==> src/rtl/riscv_pkg.sv <==
// riscv_pkg: shared core definitions used by the data-memory controller.
//   - Major opcodes for loads and stores.
//   - dmem_state_t: controller FSM state encoding.
//   - err_cause_t: reason for the last error pulse, exposed for debug.
//   - DMEM_TMR_W: width of the transaction timeout counter.
package riscv_pkg;

  localparam logic [6:0] OPC_LOAD  = 7'b0000011;
  localparam logic [6:0] OPC_STORE = 7'b0100011;

  typedef enum logic [1:0] {
    IDLE     = 2'd0,
    REQ      = 2'd1,
    WAIT_RSP = 2'd2,
    DONE     = 2'd3
  } dmem_state_t;

  typedef enum logic [1:0] {
    CAUSE_NONE     = 2'd0,
    CAUSE_MISALIGN = 2'd1,
    CAUSE_ILLEGAL  = 2'd2,
    CAUSE_TIMEOUT  = 2'd3
  } err_cause_t;

  // Wide enough for any TIMEOUT in 1..2^16-1.
  localparam int unsigned DMEM_TMR_W = 16;

  // Word accesses only: any set low address bit is a misalignment.
  function automatic logic is_misaligned(input logic [1:0] addr_lsb);
    return addr_lsb != 2'b00;
  endfunction

endpackage

==> src/rtl/riscv_dmem_ctrl_if.sv <==
// riscv_dmem_ctrl_if: valid/ready data bus between the controller and memory.
//   bus_req_valid / bus_req_ready : request handshake
//   bus_we, bus_addr, bus_wdata    : request payload (stable while valid)
//   bus_rsp_valid, bus_rsp_rdata   : response / ack, used for reads and writes
// Modports: master = controller side, slave = memory side.
interface riscv_dmem_ctrl_if #(
  parameter int ADDR_W = 32,
  parameter int DATA_W = 32
) ();

  logic              bus_req_valid;
  logic              bus_req_ready;
  logic              bus_we;
  logic [ADDR_W-1:0] bus_addr;
  logic [DATA_W-1:0] bus_wdata;
  logic              bus_rsp_valid;
  logic [DATA_W-1:0] bus_rsp_rdata;

  modport master (
    output bus_req_valid, bus_we, bus_addr, bus_wdata,
    input  bus_req_ready, bus_rsp_valid, bus_rsp_rdata
  );

  modport slave (
    input  bus_req_valid, bus_we, bus_addr, bus_wdata,
    output bus_req_ready, bus_rsp_valid, bus_rsp_rdata
  );

endinterface

==> src/rtl/riscv_dmem_timer.sv <==
// riscv_dmem_timer: loadable up-counter with clear, enable and terminal count.
//   clk, rst : clock, synchronous active-high reset
//   clr      : force count to zero (highest priority)
//   load     : load load_val
//   en       : increment by one
//   limit    : terminal value
//   tc       : high when the next increment reaches limit
module riscv_dmem_timer
  import riscv_pkg::*;
#(
  parameter int W = DMEM_TMR_W
) (
  input  logic         clk,
  input  logic         rst,
  input  logic         clr,
  input  logic         load,
  input  logic [W-1:0] load_val,
  input  logic         en,
  input  logic [W-1:0] limit,
  output logic         tc
);

  logic [W-1:0] count_q, count_d;

  always_comb begin
    count_d = count_q;
    if (clr)       count_d = '0;
    else if (load) count_d = load_val;
    else if (en)   count_d = count_q + W'(1);
  end

  // Look-ahead compare lets the owner leave on the same edge the count hits limit.
  assign tc = (count_q + W'(1)) == limit;

  // NOTE: sequential state is updated with non-blocking assignments only, so
  // every flop samples the pre-edge value of every other flop.
  always_ff @(posedge clk) begin
    if (rst) count_q <= '0;
    else     count_q <= count_d;
  end

endmodule

==> src/rtl/riscv_dmem_ctrl.sv <==
// riscv_dmem_ctrl: MEM-stage word load/store responder.
//   clk, rst            : clock, synchronous active-high reset
//   mem_read, mem_write : request strobes from the MEM stage
//   addr, wdata         : byte address and store data
//   rdata               : load data, valid in DONE
//   stall               : holds IF/ID/EX/MEM until the access completes
//   err                 : one-cycle pulse in DONE on misalign/illegal/timeout
//   err_cause           : cause of the most recent error (debug)
//   bus                 : valid/ready data bus, master side
module riscv_dmem_ctrl
  import riscv_pkg::*;
#(
  parameter int ADDR_W  = 32,
  parameter int DATA_W  = 32,
  parameter int TIMEOUT = 255
) (
  input  logic                  clk,
  input  logic                  rst,
  input  logic                  mem_read,
  input  logic                  mem_write,
  input  logic [ADDR_W-1:0]     addr,
  input  logic [DATA_W-1:0]     wdata,
  output logic [DATA_W-1:0]     rdata,
  output logic                  stall,
  output logic                  err,
  output err_cause_t            err_cause,
  riscv_dmem_ctrl_if.master     bus
);

  localparam logic [1:0] S_IDLE     = IDLE;
  localparam logic [1:0] S_REQ      = REQ;
  localparam logic [1:0] S_WAIT_RSP = WAIT_RSP;
  localparam logic [1:0] S_DONE     = DONE;

  logic [1:0]        state_q, state_d;
  logic              req_valid_q, req_valid_d;
  logic              we_q, we_d;
  logic [ADDR_W-1:0] addr_q, addr_d;
  logic [DATA_W-1:0] wdata_q, wdata_d;
  logic [DATA_W-1:0] rdata_q, rdata_d;
  logic              err_q, err_d;
  err_cause_t        cause_q, cause_d;

  logic req;
  logic tmr_clr, tmr_en, tmr_tc;

  assign req = mem_read | mem_write;

  riscv_dmem_timer #(.W(DMEM_TMR_W)) u_timer (
    .clk      (clk),
    .rst      (rst),
    .clr      (tmr_clr),
    .load     (1'b0),
    .load_val ('0),
    .en       (tmr_en),
    .limit    (DMEM_TMR_W'(TIMEOUT)),
    .tc       (tmr_tc)
  );

  assign tmr_en = (state_q == S_REQ) || (state_q == S_WAIT_RSP);

  always_comb begin
    // NOTE: every signal gets a default before the case so no path leaves a
    // value unassigned, which would otherwise infer a latch.
    state_d     = state_q;
    req_valid_d = req_valid_q;
    we_d        = we_q;
    addr_d      = addr_q;
    wdata_d     = wdata_q;
    rdata_d     = rdata_q;
    err_d       = err_q;
    cause_d     = cause_q;
    tmr_clr     = 1'b0;

    case (state_q)
      S_IDLE: begin
        if (req) begin
          if (mem_read && mem_write) begin
            state_d = S_DONE;
            err_d   = 1'b1;
            rdata_d = '0;
            cause_d = CAUSE_ILLEGAL;
          end else if (is_misaligned(addr[1:0])) begin
            state_d = S_DONE;
            err_d   = 1'b1;
            rdata_d = '0;
            cause_d = CAUSE_MISALIGN;
          end else begin
            state_d     = S_REQ;
            req_valid_d = 1'b1;
            we_d        = mem_write;
            addr_d      = {addr[ADDR_W-1:2], 2'b00};
            wdata_d     = wdata;
            err_d       = 1'b0;
            tmr_clr     = 1'b1;
          end
        end
      end
      S_REQ: begin
        // Timeout wins over a same-cycle handshake: the counter would otherwise
        // run past its terminal value in WAIT_RSP and never fire.
        if (tmr_tc) begin
          state_d     = S_DONE;
          req_valid_d = 1'b0;
          err_d       = 1'b1;
          rdata_d     = '0;
          cause_d     = CAUSE_TIMEOUT;
        end else if (bus.bus_req_ready) begin
          state_d     = S_WAIT_RSP;
          req_valid_d = 1'b0;
        end
      end
      S_WAIT_RSP: begin
        // A response in the last allowed cycle still counts as success.
        if (bus.bus_rsp_valid) begin
          state_d = S_DONE;
          if (!we_q) rdata_d = bus.bus_rsp_rdata;
        end else if (tmr_tc) begin
          state_d = S_DONE;
          err_d   = 1'b1;
          rdata_d = '0;
          cause_d = CAUSE_TIMEOUT;
        end
      end
      default: state_d = S_IDLE;  // DONE: one release cycle, never re-issues
    endcase
  end

  always_ff @(posedge clk) begin
    if (rst) begin
      state_q     <= S_IDLE;
      req_valid_q <= 1'b0;
      we_q        <= 1'b0;
      addr_q      <= '0;
      wdata_q     <= '0;
      rdata_q     <= '0;
      err_q       <= 1'b0;
      cause_q     <= CAUSE_NONE;
    end else begin
      state_q     <= state_d;
      req_valid_q <= req_valid_d;
      we_q        <= we_d;
      addr_q      <= addr_d;
      wdata_q     <= wdata_d;
      rdata_q     <= rdata_d;
      err_q       <= err_d;
      cause_q     <= cause_d;
    end
  end

  assign stall             = req && (state_q != S_DONE);
  assign err               = err_q && (state_q == S_DONE);
  assign err_cause         = cause_q;
  assign rdata             = rdata_q;
  assign bus.bus_req_valid = req_valid_q;
  assign bus.bus_we        = we_q;
  assign bus.bus_addr      = addr_q;
  assign bus.bus_wdata     = wdata_q;

endmodule

==> src/flat_wrapper.sv <==
// flat-port wrapper written by rule: the top's interface ports become plain ports
module riscv_dmem_ctrl_flat import riscv_pkg::*;
#(
  parameter int ADDR_W  = 32,
  parameter int DATA_W  = 32,
  parameter int TIMEOUT = 255
)
  (clk, rst, mem_read, mem_write, addr, wdata, rdata, stall, err, err_cause, bus_bus_req_valid, bus_bus_we, bus_bus_addr, bus_bus_wdata, bus_bus_req_ready, bus_bus_rsp_valid, bus_bus_rsp_rdata);
  riscv_dmem_ctrl_if #(.ADDR_W(ADDR_W), .DATA_W(DATA_W)) bus_i ();
  input  logic clk;
  input  logic rst;
  input  logic mem_read;
  input  logic mem_write;
  input  logic [ADDR_W-1:0] addr;
  input  logic [DATA_W-1:0] wdata;
  output logic [DATA_W-1:0] rdata;
  output logic stall;
  output logic err;
  output err_cause_t err_cause;
  output wire logic [$bits(bus_i.bus_req_valid)-1:0] bus_bus_req_valid;
  output wire logic [$bits(bus_i.bus_we)-1:0] bus_bus_we;
  output wire logic [$bits(bus_i.bus_addr)-1:0] bus_bus_addr;
  output wire logic [$bits(bus_i.bus_wdata)-1:0] bus_bus_wdata;
  input wire logic [$bits(bus_i.bus_req_ready)-1:0] bus_bus_req_ready;
  input wire logic [$bits(bus_i.bus_rsp_valid)-1:0] bus_bus_rsp_valid;
  input wire logic [$bits(bus_i.bus_rsp_rdata)-1:0] bus_bus_rsp_rdata;
  assign bus_bus_req_valid = bus_i.bus_req_valid;
  assign bus_bus_we = bus_i.bus_we;
  assign bus_bus_addr = bus_i.bus_addr;
  assign bus_bus_wdata = bus_i.bus_wdata;
  assign bus_i.bus_req_ready = bus_bus_req_ready;
  assign bus_i.bus_rsp_valid = bus_bus_rsp_valid;
  assign bus_i.bus_rsp_rdata = bus_bus_rsp_rdata;
  riscv_dmem_ctrl #(.ADDR_W(ADDR_W), .DATA_W(DATA_W), .TIMEOUT(TIMEOUT)) u_core (.clk(clk), .rst(rst), .mem_read(mem_read), .mem_write(mem_write), .addr(addr), .wdata(wdata), .rdata(rdata), .stall(stall), .err(err), .err_cause(err_cause), .bus(bus_i));
endmodule
==> config.mk <==
export PLATFORM = sky130hd
export DESIGN_NAME = riscv_dmem_ctrl_flat
export DESIGN_NICKNAME = d
export VERILOG_FILES = /design/src/rtl/riscv_pkg.sv /design/src/rtl/riscv_dmem_ctrl_if.sv /design/src/rtl/riscv_dmem_timer.sv /design/src/rtl/riscv_dmem_ctrl.sv /design/src/flat_wrapper.sv
export SDC_FILE = /design/constraint.sdc
export NUM_CORES = 1
export LEC_CHECK = 0
export ABC_AREA = 1
export CAP_MARGIN = 30
export CORE_UTILIZATION = 48
export DETAILED_ROUTE_END_ITERATION = 7
export GPL_TIMING_DRIVEN = 0
export HOLD_SLACK_MARGIN = 0.05
export PLACE_DENSITY = 0.85
export SLEW_MARGIN = 25
export SYNTH_ARGS = -nofsm -noshare
export SYNTH_HDL_FRONTEND = slang
export SYNTH_SLANG_ARGS = --single-unit
==> constraint.sdc <==
create_clock -name clk -period 6.12 [get_ports clk]
set_input_delay 1.836 -clock clk [delete_from_list [all_inputs] [get_ports clk]]
set_output_delay 1.836 -clock clk [all_outputs]
set_load 0.01 [all_outputs]
==> impl_results.md, run 1 <==
- Outcome: finished clean
- Crit path largest cell delay: 0.63 ns
- Initial DRC Count: 349
- Top Ports: 204
- Slew HR: 0.5021
- Critical R2R Capture: u_core.rdata[28]
- P_leak: 3.383 nW
- CP startpoint: mem_write
- Crit Path Class: input pin to primary output
- Grt ovf: 0
- DRT antenna net count: 0
- Residual DRC: 0
- Post-synth EDFFs: 0
- Cts hold-fix bufs: 0
- Final Net Count: 1161
- Vias in the first global route: 5677
- Reg2reg start: u_core.state_q[0]
- Vias post-DR: 6050
- CP max-delay cell: clkdlybuf4s50_1
- Initial DRT Pass Iterations: 6
- Clock Skew: 0.01135 ns
- Hpwl dp: 11680 µm
- CTS resizes: 0
- R2R setup slack: 3.70 ns
- Initial Util: 0.5014
- Share of cells above drive strength 1: 0.08545
- Register area share after synthesis: 0.4235
- Multi-input gate area: 2710 µm²
- Die width: 109.3 µm
- Die ar.: 11960 µm²
- Final Critical Period: 5.032 ns
- Crit-path cells: clkdlybuf4s50_1, nor2_1, nor2_1, clkdlybuf4s50_1
- Mapped cell area: 5530 µm²
- Final hold vios: 0
- CTS clk-pin slew, worst paths: 0.05 ns
- Max FO, Critical Path: 4
- FFs w/ async S/R, synth: 0
- Cell count after synthesis: 833
- HP Class: register to register
- Num rows: 38
- Clock sink count: 117
- Max_cap viols: 0
- Period Utilization, post-route: 0.8223
- P&R area growth vs syn: 50.88%
- Number of CTS-inserted buffers: 17
- H-tree Lvls: 4
- GPL Wtd Cong: 0.8645
- Synth cell types: 30
- Total wire length: 17030 µm
- Largest area contributor in the netlist: dfxtp_1
- Initial antenna violation count: 1
- Clock latency reported for the late side of the worst-skew pair: 0.41 ns
- Pwr Density: 360.6 nW/µm²
- Worst Setup Start Kind: input pin
- CTS Root Cell: clkbuf_16
- Fill count: 816
- Vert. Die Dim: 109.3 µm
- VDD IR max: 0.0002589 V
- YS warnings: 0
- Setup Total Neg Slack: 0 ns
- FMAX: 198.7 MHz
- Largest net degree at the start of global routing: 17
- Required time of the critical path: 4.28 ns
- CP Capture Point: stall
- CTS Buffer Depth: 2
- Final core utilization: 0.7565
- Pwr Total: 0.003009 W
- Register area: 2342 µm²
- Ys flop type: dfxtp_1
- Synth Register Bits: 117
- Crit path capture type: primary output
- CTS tree: built
- Yosys top cell area share: 0.4235
- Mean Syn Cell Area: 6.639 µm²
- FF-to-FF path depth: 8
- Postcts setup bufs: 0
- Vias/cell: 5.017
- PortBufs: 200
- Core ar.: 11030 µm²
- Critical path arrival: 3.20 ns
- First-pass GRT wire length: 26340 µm
- Slew Limit Fails: 0
- Top post-synthesis cells by area: dfxtp_1 42%, nand2_1 14%, nor2_1 13%
- Final setup fails: 0
- RSZ-0062 raised after global routing: false
- GRT Total Usage: 0.2865
- Worst-Margin Slew: 0.7469 ns
- Drt wl/cell: 14.12 µm
metal layers:
metal / GRT usage / vias up / routed length [µm]
li1: - / 3014 / -
met4: 0.1076 / 0 / 471
met3: 0.1233 / 43 / 1602
met1: 0.3198 / 2755 / 6757
met2: 0.4829 / 238 / 8197
met5: 0 / - / 0
through the flow:
stage | hold WS (ns) | std cells | instance area (µm²) | setup slack, ns
final | 0.4673 | 1206 | 8344 | 1.088
after global routing | 0.4960 | 1206 | 8344 | 1.006
after CTS | 0.4695 | 1205 | 8342 | 1.091
after detailed placement | 0.4606 | 1174 | 7711 | 1.109
after global placement | 0.4500 | 1174 | 7711 | 1.118
after floorplan | 0.4366 | 834 | 5534 | 2.218
sequential cells by signal, summed over array words and instances, names as in the netlist:
signal,count
u_core.bus.bus_addr,30
u_core.bus.bus_req_valid,1
u_core.bus.bus_wdata,32
u_core.bus.bus_we,1
u_core.err_cause,2
u_core.err_q,1
u_core.rdata,32
u_core.state_q,2
u_core.u_timer.count_q,16
cell usage after synthesis, types with 2 or more instances:
master	n
dfxtp_1	117
nand2_4	2
buf_6	3
nand2_2	22
nand3_1	15
nand2_1	211
buf_4	2
inv_1	74
ha_1	6
o21ai_0	76
a21oi_2	20
nor2_4	3
nor2_2	3
nor2_1	188
nand4_1	7
clkbuf_1	39
a21oi_1	31
nand3_2	2
how the worst min path moves through the flow:
stage / startpoint / end / cells after the start
finish: u_core.bus.bus_req_valid / u_core.bus.bus_req_valid / 2
global route: u_core.err_q / u_core.err_q / 2
CTS: u_core.bus.bus_req_valid / u_core.bus.bus_req_valid / 2
detailed placement: u_core.bus.bus_req_valid / u_core.bus.bus_req_valid / 2
global placement: u_core.bus.bus_req_valid / u_core.bus.bus_req_valid / 2
floorplan: u_core.err_q / u_core.err_q / 2
area by class of cell:
cell class / count / area share
inverters: 75 / 0.03374
flip-flops and latches: 117 / 0.2807
well taps: 140 / 0.02099
clock buffers: 20 / 0.05473
diodes: 1 / 0.0002999
clock inverters: 11 / 0.02084
repair buffers: 200 / 0.2399
plain buffers: 45 / 0.02399
multi-input cells: 597 / 0.3248
worst max-delay path, delay by kind of cell:
family                 cells  cell delay, ns
AND/OR/NAND/NOR            2            0.19
buffers and inverters      2            1.16
kinds of logic after synthesis:
| kind of cell | synth area share |
|---|---|
| AND/OR/NAND/NOR | 0.3364 |
| flip-flops | 0.4235 |
| other | 0.0006781 |
| AO/OA/AOI/OAI | 0.1355 |
| XOR/XNOR | 0.003168 |
| adder cells (fa/ha/maj) | 0.01357 |
| buffers and inverters | 0.08710 |
cell usage in the layout, fill, tap and decap left out, types with 6 or more instances in the layout:
cell / instances
nand2_2: 22
ha_1: 6
a21oi_1: 31
inv_1: 74
nand4_1: 7
clkbuf_1: 40
clkbuf_16: 17
nand2_1: 211
nor2_1: 188
clkdlybuf4s50_1: 200
nand3_1: 15
o21ai_0: 76
a21oi_2: 20
dfxtp_1: 117
power breakdown:
part	internal [W]	switching [W]	leakage [nW]	total, W
logic	0.000372	0.000603	2.13	0.000974
clock network	0.000703	0.000362	0.299	0.00106
registers	0.000882	0.0000873	0.952	0.000970
total	0.00196	0.00105	3.38	0.00301
No activity file was read; power rests on OpenSTA's default activity.
==> run 2: changes to the inputs <==
--- a/config.mk
+++ b/config.mk
@@ -7,11 +7,11 @@
 export LEC_CHECK = 0
 export ABC_AREA = 1
 export CAP_MARGIN = 30
-export CORE_UTILIZATION = 48
+export CORE_UTILIZATION = 40
 export DETAILED_ROUTE_END_ITERATION = 7
 export GPL_TIMING_DRIVEN = 0
 export HOLD_SLACK_MARGIN = 0.05
-export PLACE_DENSITY = 0.85
+export PLACE_DENSITY = 0.75
 export SLEW_MARGIN = 25
 export SYNTH_ARGS = -nofsm -noshare
 export SYNTH_HDL_FRONTEND = slang
==> constraint.sdc (replaced) <==
create_clock -name clk -period 4.3 [get_ports clk]
set_input_delay 1.29 -clock clk [delete_from_list [all_inputs] [get_ports clk]]
set_output_delay 1.29 -clock clk [all_outputs]
set_load 0.01 [all_outputs]
==> run 2 against run 1 <==
Compared with the run above: critical path depth stayed put; final cell count is 2.9% higher; die area grew 20%; clock skew fell by 0.0052 ns; sequential share of layout area decreased by 0.15 points; non-clock buffer count stayed put.
==> impl_results.md, run 2 (synthesis gave the netlist of run 1 again) <==
- Drt wl/cell: 13.20 µm
- CTS Buffer Depth: 2
- Hpwl dp: 11780 µm
- Most frequent cells in the layout: 211 x nand2_1, 200 x clkdlybuf4s50_1, 188 x nor2_1
- Crit path largest cell delay: 0.61 ns
- Crit-path cells: clkdlybuf4s50_1, nor2_1, nor2_1, clkdlybuf4s50_1
- P&R area growth vs syn: 51.72%
- Initial DRC Count: 318
- Worst Setup Start Kind: input pin
- Vert. Die Dim: 119.6 µm
- Vias/cell: 4.763
- CTS clk-pin slew, worst paths: 0.05 ns
- CTS tree: built
- Final setup fails: 0
- GRT Total Usage: 0.2340
- Worst-Margin Slew: 0.7207 ns
- Crit Path Class: input pin to primary output
- CTS resizes: 0
- Number of CTS-inserted buffers: 17
- CP max-delay cell: clkdlybuf4s50_1
- Largest net degree at the start of global routing: 17
- Final core utilization: 0.6286
- DRT antenna net count: 0
- GPL Wtd Cong: 0.8353
- Final Critical Period: 3.950 ns
- RSZ-0062 raised after global routing: false
- FMAX: 253.2 MHz
- Final Net Count: 1161
- Critical path arrival: 2.66 ns
- Vias post-DR: 5911
- Cts hold-fix bufs: 0
- Slew Limit Fails: 0
- Setup Total Neg Slack: 0 ns
- Pwr Density: 509.0 nW/µm²
- Bufs and invs on worst path: 2
- Core ar.: 13350 µm²
- Top Ports: 204
- Num rows: 42
- Required time of the critical path: 3.01 ns
- Fin area: 8391 µm²
- Clock sink count: 117
- Clock Skew: 0.006193 ns
- H-tree Lvls: 4
- Number of diodes: 0
- Area post-placement: 7756 µm²
- First-pass GRT wire length: 26380 µm
- Fill count: 1224
- VDD IR max: 0.0004899 V
- Initial antenna violation count: 0
- CTS Root Cell: clkbuf_16
- Outcome: finished clean
- HP Class: register to register
- Final hold vios: 0
- Grt ovf: 0
- Initial Util: 0.4143
- Vias in the first global route: 5529
- Total wire length: 16380 µm
- Period Utilization, post-route: 0.9185
- Clock latency reported for the late side of the worst-skew pair: 0.42 ns
- Commonest non-fill, non-tap cell in the layout: nand2_1
- Postcts setup bufs: 0
- Max_cap viols: 0
- Initial DRT Pass Iterations: 5
- Die width: 119.6 µm
- Die ar.: 14300 µm²
- Max FO, Critical Path: 4
- Crit path capture type: primary output
- Residual DRC: 0
- Slew HR: 0.5195
- PortBufs: 200
- Share of cells above drive strength 1: 0.08451
- CP delay by family, top: buffers and inverters
- P_leak: 3.393 nW
==> run 2: cell types whose count changed in the layout (fill, tap and decap cells not counted) <==
cell / previous run / this run
diode_2: 1 / 0
inv_6: 2 / 0
clkbuf_8: 2 / 4
clkbuf_1: 40 / 41
clkinvlp_4: 3 / 1
clkinv_2: 1 / 2
==> run 2: worst paths after layout <==
kind / end / slack (ns) / from / cells past startpoint
worst max-delay path: stall / 0.35 / mem_write / 4
worst min register to register: u_core.bus.bus_req_valid / 0.46 / u_core.bus.bus_req_valid / 2
worst max register to register: u_core.bus.bus_wdata[17] / 1.79 / u_core.state_q[0] / 9
worst min-delay path: u_core.bus.bus_req_valid / 0.46 / u_core.bus.bus_req_valid / 2
==> run 2: layout make-up <==
type / count / area, µm² / area share
multi-input combinational: 597 / 2710 / 0.3230
sequential: 117 / 2342 / 0.2792
timing repair buffer: 200 / 2002 / 0.2386
clock buffer: 23 / 488.0 / 0.05816
inverter: 75 / 281.5 / 0.03355
tap: 176 / 220.2 / 0.02625
buffer: 45 / 200.2 / 0.02386
clock inverter: 8 / 146.4 / 0.01745
==> run 2: report_power, final <==
group | internal (W) | total (W) | switching [W]
Combinational | 0.000529 | 0.00137 | 0.000846
Clock | 0.00103 | 0.00152 | 0.000494
Sequential | 0.00126 | 0.00138 | 0.000120
Total | 0.00281 | 0.00427 | 0.00146
==> run 2: through the flow <==
| step | hold slack [ns] | std cells | setup slack, ns | total power [W] |
|---|---|---|---|---|
| after detailed placement | 0.4566 | 1210 | 0.3721 | 0.002757 |
| after floorplan | 0.4366 | 834 | 1.490 | 0.002210 |
| final | 0.4600 | 1241 | 0.3503 | 0.004271 |
| after global placement | 0.4453 | 1210 | 0.3782 | 0.002745 |
| after global routing | 0.4861 | 1241 | 0.3108 | 0.004522 |
| after CTS | 0.4630 | 1241 | 0.3721 | 0.004287 |
==> run 2: routing by layer <==
metal / GRT usage / share of wire
met1: 0.2730 / 0.43
met2: 0.3837 / 0.46
met3: 0.09696 / 0.090
met4: 0.08359 / 0.018
met5: 0 / 0
==> run 2: worst register-to-register path, delay by kind of cell (launching register included) <==
| kind | cells | cell delay (ns) |
|---|---|---|
| buffers and inverters | 4 | 1.00 |
| and+or+nand+nor | 4 | 0.84 |
| DFF | 1 | 0.33 |
| adders and majority gates | 1 | 0.23 |
==> run 3: changes to the inputs <==
--- a/config.mk
+++ b/config.mk
@@ -7,11 +7,12 @@
 export LEC_CHECK = 0
 export ABC_AREA = 1
 export CAP_MARGIN = 30
-export CORE_UTILIZATION = 40
+export CORE_UTILIZATION = 42
+export CTS_BUF_LIST = sky130_fd_sc_hd__clkbuf_4
 export DETAILED_ROUTE_END_ITERATION = 7
 export GPL_TIMING_DRIVEN = 0
 export HOLD_SLACK_MARGIN = 0.05
-export PLACE_DENSITY = 0.75
+export PLACE_DENSITY = 0.78
 export SLEW_MARGIN = 25
 export SYNTH_ARGS = -nofsm -noshare
 export SYNTH_HDL_FRONTEND = slang
==> run 3 against run 2 <==
Compared with the run above: global-route usage decreased by 0.16 points; critical path depth unchanged; via count decreased by 1.6%; clock skew increased by 0.014 ns; core utilization increased by 0.072 points; first-iteration DRC count increased by 2.5%; routed wire length decreased by 4.1%; clock-buffer cell count decreased by 4; die area decreased by 4.7%; critical path type unchanged; critical endpoint unchanged; largest cell class unchanged.
==> impl_results.md, run 3 (synthesis gave the netlist of run 1 again) <==
- Outcome: finished clean
- Final Critical Period: 3.862 ns
- Vias post-DR: 5816
- HP Class: register to register
- Crit-path cells: clkdlybuf4s50_1, nor2_1, nor2_1, clkdlybuf4s50_1
- Clock latency reported for the late side of the worst-skew pair: 0.54 ns
- Residual DRC: 0
- Initial DRC Count: 326
- VDD IR max: 0.0002356 V
- GPL Wtd Cong: 0.8568
- RSZ-0062 raised after global routing: false
- PortBufs: 200
- Worst-Margin Slew: 0.7313 ns
- P_leak: 3.225 nW
- Commonest non-fill, non-tap cell in the layout: nand2_1
- Final setup fails: 0
- Fill count: 1195
- Critical path arrival: 2.57 ns
- Vert. Die Dim: 116.8 µm
- Clock sink count: 117
- Largest net degree at the start of global routing: 17
- Initial Util: 0.4347
- P&R area growth vs syn: 44.77%
- Cts hold-fix bufs: 0
- CTS Buffer Depth: 2
- Total wire length: 15720 µm
- Required time of the critical path: 3.01 ns
- Initial DRT Pass Iterations: 6
- Die width: 116.8 µm
- H-tree Lvls: 4
- CTS Root Cell: clkbuf_4
- Final hold vios: 0
- Hpwl dp: 11570 µm
- CTS clk-pin slew, worst paths: 0.08 ns
- Initial antenna violation count: 0
- CP max-delay cell: clkdlybuf4s50_1
- Pwr Total: 0.003496 W
- Post-place setup slack: 0.4391 ns
- Crit Path Class: input pin to primary output
- DRT antenna net count: 0
- CTS resizes: 0
- Most frequent cells in the layout: 211 x nand2_1, 200 x clkdlybuf4s50_1, 188 x nor2_1
- Vias/cell: 4.706
- FMAX: 258.9 MHz
- Num rows: 41
- Core ar.: 12720 µm²
- Slew HR: 0.5125
- Top Ports: 204
- Worst Setup Start Kind: input pin
- Number of diodes: 0
- First-pass GRT wire length: 24380 µm
- Vias in the first global route: 5265
- Clock Skew: 0.01978 ns
- GRT Total Usage: 0.2324
- Final Net Count: 1161
- Final setup margin: 0.4381 ns
- Number of CTS-inserted buffers: 17
- Drt wl/cell: 12.72 µm
- Postcts setup bufs: 0
- Pwr Density: 436.7 nW/µm²
- Max_cap viols: 0
- Max FO, Critical Path: 4
- Period Utilization, post-route: 0.8981
- Share of cells above drive strength 1: 0.08459
- Die ar.: 13630 µm²
- Crit path largest cell delay: 0.58 ns
- Setup Total Neg Slack: 0 ns
- Slew Limit Fails: 0
- Crit path capture type: primary output
- CTS tree: built
- Grt ovf: 0
==> run 3: report_power, final <==
group          internal [W]  total, W  leakage [nW]  switching [W]
sequential          0.00125   0.00137         0.952       0.000117
clock              0.000344  0.000759         0.141       0.000415
combinational      0.000529   0.00137          2.13       0.000838
total               0.00213   0.00350          3.23        0.00137
==> run 3: path summary, 6_finish.rpt <==
| kind | start | to | slack (ns) | cells after the start |
|---|---|---|---|---|
| max | mem_write | stall | 0.44 | 4 |
| min | u_core.bus.bus_req_valid | u_core.bus.bus_req_valid | 0.47 | 2 |
| max reg2reg | u_core.state_q[0] | u_core.rdata[13] | 1.92 | 8 |
| min reg2reg | u_core.bus.bus_req_valid | u_core.bus.bus_req_valid | 0.47 | 2 |
==> run 3: cell type report <==
class                           count  area [µm²]  area share
Clock inverter                     11       112.6     0.01406
Inverter                           75       281.5     0.03516
Multi-Input combinational cell    597        2710      0.3385
Sequential cell                   117        2342      0.2925
Tap cell                          172       215.2     0.02688
Buffer                             45       200.2     0.02500
Clock buffer                       19       142.6     0.01782
Timing Repair Buffer              200        2002      0.2500
==> run 3: metal layers <==
layer | up-vias | part of all wire | GRT usage
met5 | - | 0 | 0
met4 | 0 | 0.012 | 0.06751
met3 | 18 | 0.10 | 0.1142
met2 | 198 | 0.46 | 0.3755
met1 | 2577 | 0.43 | 0.2720
li1 | 3023 | - | -
==> run 3: through the flow <==
stage	area (µm²)	utilization	instances	hold slack [ns]
2_1_floorplan	5534	-	834	0.4366
5_1_grt	8006	0.6293	1236	0.5083
3_3_place_gp	7751	0.6093	1206	0.4491
6_report	8006	0.6293	1236	0.4744
4_1_cts	8006	0.6293	1236	0.4682
3_5_place_dp	7751	0.6093	1206	0.4567
==> run 3: worst max-delay path: cells and delay by family <==
| family | cells | cell delay (ns) |
|---|---|---|
| buf+inv | 2 | 1.10 |
| simple gates | 2 | 0.18 |
